==> config.mk <==
export PLATFORM = sky130hd
export DESIGN_NAME = zeroheti_sig_dump
export DESIGN_NICKNAME = d
export VERILOG_FILES = /design/src/rtl/zeroheti_pkg.sv /design/src/rtl/zeroheti_watchdog.sv /design/src/rtl/zeroheti_sig_dump.sv
export SDC_FILE = /design/constraint.sdc
export NUM_CORES = 1
export LEC_CHECK = 0
export ABC_CLOCK_PERIOD_IN_PS = 8600
export BUFFER_PORTS_ARGS = -buffer_cell sky130_fd_sc_hd__buf_2
export CAP_MARGIN = 5
export CORE_ASPECT_RATIO = 1.1
export CORE_UTILIZATION = 30
export DETAILED_ROUTE_END_ITERATION = 7
export PLACE_DENSITY = 0.59
export SETUP_SLACK_MARGIN = 0.3
export SYNTH_ARGS = -nofsm -noshare
export SYNTH_HDL_FRONTEND = slang
export SYNTH_SLANG_ARGS = --single-unit
==> constraint.sdc <==
create_clock -name clk_i -period 8.6 [get_ports clk_i]
set_input_delay 2.58 -clock clk_i [delete_from_list [all_inputs] [get_ports clk_i]]
set_output_delay 2.58 -clock clk_i [all_outputs]
set_load 0.005 [all_outputs]
==> src/rtl/zeroheti_pkg.sv <==
// Shared types and control-window layout for the signature dump block.
// The FSM state enum and window offsets live here so every file agrees on them.
package zeroheti_pkg;

   typedef enum logic [2:0] {
      ST_IDLE = 3'd0,
      ST_REQ  = 3'd1,
      ST_WAIT = 3'd2,
      ST_EMIT = 3'd3,
      ST_DONE = 3'd4
   } state_e;

   localparam logic [31:0] SigBeginOfs = 32'h0000_0000;
   localparam logic [31:0] SigEndOfs   = 32'h0000_0004;
   localparam logic [31:0] TohostOfs   = 32'h0000_0008;

   function automatic logic [31:0] word_align(input logic [31:0] a);
      return a & ~32'h3;
   endfunction

endpackage

==> src/rtl/zeroheti_watchdog.sv <==
// Idle watchdog: counts enabled cycles and flags the cycle the count reaches limit-1.
module zeroheti_watchdog (
   input  logic        clk_i,
   input  logic        clr_i,
   input  logic        en_i,
   input  logic [31:0] limit_i,
   output logic        expired_o
);

   logic [31:0] cnt_q;

   always_ff @(posedge clk_i) begin
      if (clr_i) begin
         cnt_q <= 32'd0;
      end else if (en_i) begin
         cnt_q <= cnt_q + 32'd1;
      end
   end

   assign expired_o = en_i && (cnt_q == (limit_i - 32'd1));

endmodule

==> src/rtl/zeroheti_sig_dump.sv <==
// Snoops the core's control-window writes, then streams the signature region
// word by word through a single-outstanding OBI read port.
module zeroheti_sig_dump
   import zeroheti_pkg::*;
#(
   parameter logic [31:0] CtrlBase      = 32'h0001_F000,
   parameter logic [31:0] TimeoutCycles = 32'd1_000_000
) (
   input  logic        clk_i,
   input  logic        rst_i,
   input  logic        snp_req_i,
   input  logic        snp_gnt_i,
   input  logic        snp_we_i,
   input  logic [31:0] snp_addr_i,
   input  logic [31:0] snp_wdata_i,
   output logic        mem_req_o,
   output logic [31:0] mem_addr_o,
   output logic        mem_we_o,
   output logic [3:0]  mem_be_o,
   input  logic        mem_gnt_i,
   input  logic        mem_rvalid_i,
   input  logic        mem_err_i,
   input  logic [31:0] mem_rdata_i,
   output logic        sig_valid_o,
   output logic [31:0] sig_data_o,
   output logic        sig_last_o,
   input  logic        sig_ready_i,
   output logic        test_done_o,
   output logic        test_pass_o,
   output logic        timeout_o,
   output logic        sig_err_o,
   output logic [30:0] test_code_o
);

   state_e      state_q, state_d;
   logic [31:0] begin_q, begin_d, end_q, end_d, ptr_q, ptr_d, data_q, data_d;
   logic [30:0] code_q, code_d;
   logic        err_q, err_d, timeout_q, timeout_d;
   logic        snp_ev, ev_begin, ev_end, ev_tohost, wd_expired, last_w;

   assign snp_ev    = snp_req_i & snp_gnt_i & snp_we_i;
   assign ev_begin  = snp_ev && (snp_addr_i == (CtrlBase + SigBeginOfs));
   assign ev_end    = snp_ev && (snp_addr_i == (CtrlBase + SigEndOfs));
   assign ev_tohost = snp_ev && (snp_addr_i == (CtrlBase + TohostOfs)) && snp_wdata_i[0];
   assign last_w    = (ptr_q + 32'd4) == end_q;

   zeroheti_watchdog u_watchdog (
      .clk_i     (clk_i),
      .clr_i     (rst_i),
      .en_i      ((state_q == ST_IDLE) && (TimeoutCycles != 32'd0)),
      .limit_i   (TimeoutCycles),
      .expired_o (wd_expired)
   );

   always_ff @(posedge clk_i) begin
      if (rst_i) begin
         state_q   <= ST_IDLE;
         begin_q   <= 32'd0;
         end_q     <= 32'd0;
         ptr_q     <= 32'd0;
         data_q    <= 32'd0;
         code_q    <= 31'd0;
         err_q     <= 1'b0;
         timeout_q <= 1'b0;
      end else begin
         state_q   <= state_d;
         begin_q   <= begin_d;
         end_q     <= end_d;
         ptr_q     <= ptr_d;
         data_q    <= data_d;
         code_q    <= code_d;
         err_q     <= err_d;
         timeout_q <= timeout_d;
      end
   end

   always_comb begin
      state_d   = state_q;
      begin_d   = begin_q;
      end_d     = end_q;
      ptr_d     = ptr_q;
      data_d    = data_q;
      code_d    = code_q;
      err_d     = err_q;
      timeout_d = timeout_q;
      case (state_q)
         ST_IDLE: begin
            if (ev_begin) begin_d = word_align(snp_wdata_i);
            if (ev_end)   end_d   = word_align(snp_wdata_i);
            // A tohost write in the same cycle as watchdog expiry wins.
            if (ev_tohost) begin
               code_d = snp_wdata_i[31:1];
               ptr_d  = begin_q;
               if (end_q <= begin_q) begin
                  state_d = ST_DONE;
                  err_d   = err_q | (end_q < begin_q);
               end else begin
                  state_d = ST_REQ;
               end
            end else if (wd_expired) begin
               state_d   = ST_DONE;
               timeout_d = 1'b1;
            end
         end
         ST_REQ: begin
            if (mem_gnt_i) state_d = ST_WAIT;
         end
         ST_WAIT: begin
            if (mem_rvalid_i) begin
               data_d  = mem_rdata_i;
               err_d   = err_q | mem_err_i;
               state_d = ST_EMIT;
            end
         end
         ST_EMIT: begin
            if (sig_ready_i) begin
               ptr_d   = ptr_q + 32'd4;
               state_d = last_w ? ST_DONE : ST_REQ;
            end
         end
         ST_DONE: begin
            state_d = ST_DONE;
         end
         default: state_d = ST_IDLE;
      endcase
   end

   always_comb begin
      mem_req_o   = 1'b0;
      sig_valid_o = 1'b0;
      sig_last_o  = 1'b0;
      test_done_o = 1'b0;
      test_pass_o = 1'b0;
      case (state_q)
         ST_REQ:  mem_req_o = 1'b1;
         ST_EMIT: begin
            sig_valid_o = 1'b1;
            sig_last_o  = last_w;
         end
         ST_DONE: begin
            test_done_o = 1'b1;
            test_pass_o = (code_q == 31'd0) && !timeout_q;
         end
         default: ;
      endcase
   end

   assign mem_addr_o  = ptr_q;
   assign mem_we_o    = 1'b0;
   assign mem_be_o    = 4'hF;
   assign sig_data_o  = data_q;
   assign sig_err_o   = err_q;
   assign timeout_o   = timeout_q;
   assign test_code_o = code_q;

endmodule

==> metrics.md <==
| Metric | Value |
|---|---|
| Status | `finished clean` |
| CTS H-tree lvls | `4` |
| Die ar. | `0.03290 mm²` |
| Hold Path Origin | `begin_q[6]` |
| R2r startpoint | `mem_addr_o[2]` |
| Overall routed net length | `about 32,000 µm` |
| Synth Area in Compound Gates | `16.95%` |
| CP arrival | `between 4 and 5 ns` |
| Internal power | `roughly 0.0013 W` |
| Worst Hold End | `begin_q[6]` |
| Worst-Margin Slew | `~0.9 ns` |
| Final setup viols | `0` |
| Total CTS buffers | `17` |
| Pwr/cell area | `about 150 mW/mm²` |
| Crit-path max FO | `9` |
| Residual DRC | `0` |
| Mapped Cells | `about 1.3k` |
| Max Cap Violations | `0` |
| ANT nets after route | `0` |
| CTS tree | `built` |
| Post-synth EDFFs | `0` |
| Die Span Y | `approximately 190 µm` |
| Synth unique cells | `64` |
| Commonest register cell after synthesis | `dfxtp_1` |
| CTS resizes | `0` |
| Initial antenna violation count | `1` |
| RSZ-0062 raised after global routing | `false` |
| Clock share of power | `between 40 and 50%` |
| Highest clock rate | `148.9 MHz` |
| Sw Pwr | `roughly 0.0004 W` |
| Clk_skew | `between 0.006 and 0.007 ns` |
| I/O Pins | `roughly 210` |
| Synthesis warning total | `0` |
| Clock sinks | `190` |
| Asr flop ratio synth | `0%` |
| Post-synthesis simple-gate area fraction | `between 20% and 30%` |
| Fin nets | `approximately 1.6k` |
| CP delay by family, top | `simple AND/OR/NAND/NOR gates` |
| FP Rows | `68` |
| Sw Ratio | `a little under a quarter` |
| R2R cell count | `9` |
| Xor/xnor share of the synthesized area | `approximately 6%` |
| Final non-filler cell total | `1,878` |
| CP startpoint kind | `register` |
| Vias in the first global route | `between 8k and 9k` |
| Worst r2r dst | `state_q[2]` |
| Vias per cell | `5.026` |
| IR Drop Worst-Case VDD | `roughly 130 µV` |
| Static Leak | `approximately 4.3 nW` |
| Setup TNS | `0 ns` |
| First-pass GRT wire length | `49,980 µm` |
| Die Wd | `roughly 170 µm` |
| Post-DP HPWL | `about 23,000 µm` |
| Critical path class | `reg2out` |
| Worst path slowest cell | `nor4_1` |
| Post-Syn Area | `0.009654 mm²` |
| DR iter-0 viols | `between 500 and 600` |
| Logic pwr share | `3.1%` |
| Part of the cycle the worst path needs | `between 70% and 80%` |
| Crit-path cells | `ha_1 -> nand4_1 -> nor4_1 -> nand3_1 -> xnor2_1 -> o311ai_0 -> or4_1 -> nor3_1 -> buf_2` |
| Adder-cell share of the synthesized area | `between 4 and 5%` |
| Buf/Inv on CP | `1` |
| Post-synthesis mux area share | `0.4406%` |
| Worst Setup Slack, final | `1.884 ns` |
| WL/cell | `between 15 and 20 µm` |
| Slowest stage delay, CP | `0.65 ns` |
| R2R Setup Slk | `4.87 ns` |
| Post-place setup slack | `around 2.4 ns` |
| Share of cells above drive strength 1 | `~18%` |
| Largest net degree at the start of global routing | `119` |
| Placed cells | `1,845` |
| Syn Area/Cell | `7.501 µm²` |
| CTS max path bufs | `2` |
| Hold Crit Class | `reg2reg` |
| Slew HR | `approximately 40%` |
| Max Slew Vio Count | `0` |
| GRT Residual Overflow | `0` |
| Seq pwr share | `51.6%` |
| Vias | `9,438` |
| Worst-Skew Late Latency | `between 0.4 and 0.5 ns` |
| Number of synthesized register bits | `between 150 and 200` |
| Setup repair bufs after CTS | `0` |
| Clock root buffer | `clkbuf_16` |
| Share of the yosys chip area belonging to registers | `about two fifths` |
| Endpoint class of the critical path | `primary output` |
| Hold-fix buffers at CTS | `0` |
| Fill count | `~3.3k` |
| Starting Density | `30.59%` |
| DR pass1 iterations | `5` |
| Largest family of logic cells by synthesized area | `simple AND/OR/NAND/NOR gates` |
| Area Growth Syn to Fin | `19.40%` |
| Min cycle time layout | `6.716 ns` |
| Placeable Area | `approximately 0.032 mm²` |
| GP Congestion | `~0.93` |
| Hold Path Cell Cnt | `2` |
| Hold Vio Cnt, Final | `0` |
| I/O Buffers | `204` |
| Tot GR Track Use | `about a fifth` |
| CTS clock-pin slew for the worst setup and hold paths | `0.07 ns` |
| Worst EP required | `between 6 and 7 ns` |
worst min-delay path: stages (launching register included):
cell and delay, ns:
dfxtp_1 0.31, nand2_1 0.05, a21oi_1 0.05
through the flow:
stage               area (µm²)  util (%)  hold slack [ns]  total power (W)
detailed placement       10970     34.74           0.4453        0.0009551
CTS                      11520     36.51           0.4567         0.001725
global route             11530     36.52           0.4705         0.001771
global placement         10970     34.74           0.4388        0.0009545
floorplan                 9673         -           0.4319        0.0009216
finish                   11530     36.52           0.4537         0.001707
placed cells by master, fill, tap and decap left out, drive strengths merged, types with 28 or more instances in the layout:
master / n
nand2: 317
buf: 217
dfxtp: 190
a21oi: 176
nor2: 97
inv: 41
o21ai: 40
xnor2: 36
ha: 32
xor2: 30
nand4: 28
nand3: 28
area by class of cell:
class                           count  area [µm²]  area share (%)
Antenna cell                        1       2.502         0.02171
Clock buffer                       20       446.7           3.875
Clock inverter                     12       112.6          0.9769
Inverter                           38       142.6           1.237
Multi-Input combinational cell    980        5369           46.58
Sequential cell                   190        3804           33.00
Tap cell                          420       525.5           4.559
Timing Repair Buffer              217        1125           9.758
power groups by stage:
stage	sequential, W	combinational (W)	clock (W)
6_report	0.000882	0.0000530	0.000773
3_3_place_gp	0.000902	0.0000525	0
4_1_cts	0.000881	0.0000532	0.000791
2_1_floorplan	0.000902	0.0000199	0
5_1_grt	0.000881	0.0000580	0.000831
3_5_place_dp	0.000902	0.0000531	0
metal layers:
metal,GRT usage (%),routed length (µm)
met1,25.60,14660
met2,31.42,14730
met3,3.857,1642
met4,5.208,469
met5,0,0
worst max path at each step:
stage	to	slack, ns	depth (start not counted)	start
global placement	sig_last_o	2.41	9	mem_addr_o[2]
finish	sig_last_o	1.88	9	mem_addr_o[2]
floorplan	sig_last_o	3.23	9	mem_addr_o[2]
CTS	sig_last_o	1.92	9	mem_addr_o[2]
global route	sig_last_o	1.65	9	mem_addr_o[2]
detailed placement	sig_last_o	2.42	9	mem_addr_o[2]
synth_stat cells (3+ instances only):
master	n	area (µm²)
clkbuf_1	67	251.5
o21ai_0	40	200.2
o22ai_1	5	31.28
buf_2	3	15.01
and3_1	11	68.82
a2111oi_0	4	35.03
a21o_1	6	45.04
or4_1	6	45.04
a21oi_1	176	880.8
o211ai_1	4	30.03
and2_1	5	31.28
buf_4	10	75.07
nand3_1	27	135.1
clkbuf_2	3	15.01
nor4_1	23	143.9
a31oi_1	7	43.79
nor2b_1	5	31.28
nor3_1	20	100.1
xor2_1	30	262.8
inv_1	38	142.6
or3_1	8	50.05
a22oi_1	12	90.09
nand4_1	27	168.9
ha_1	32	400.4
and4_1	10	87.58
xnor2_1	36	315.3
dfxtp_1	190	3804
a221oi_1	3	26.28
o31ai_1	8	60.06
nor3b_1	3	22.52
nor2_1	96	360.4
nor4b_1	3	26.28
nand2b_1	4	25.02
nand2_1	315	1182
a211oi_1	7	52.55
state kept, by name, indices dropped and copies added, names as in the netlist:
signal / cells
u_watchdog.cnt_q: 32
state_q: 3
mem_addr_o: 30
sig_data_o: 32
end_q: 30
test_code_o: 31
begin_q: 30
timeout_o: 1
sig_err_o: 1
cells by family (layout without fill, tap and decap cells):
group,after synthesis,count (layout)
mux,4,4
fa+ha+maj,32,32
buf+inv,122,287
compound gates,288,288
flops,190,190
xor+xnor,66,66
simple gates,583,583
other cells,2,8
Power figures use the tool's default switching activity.
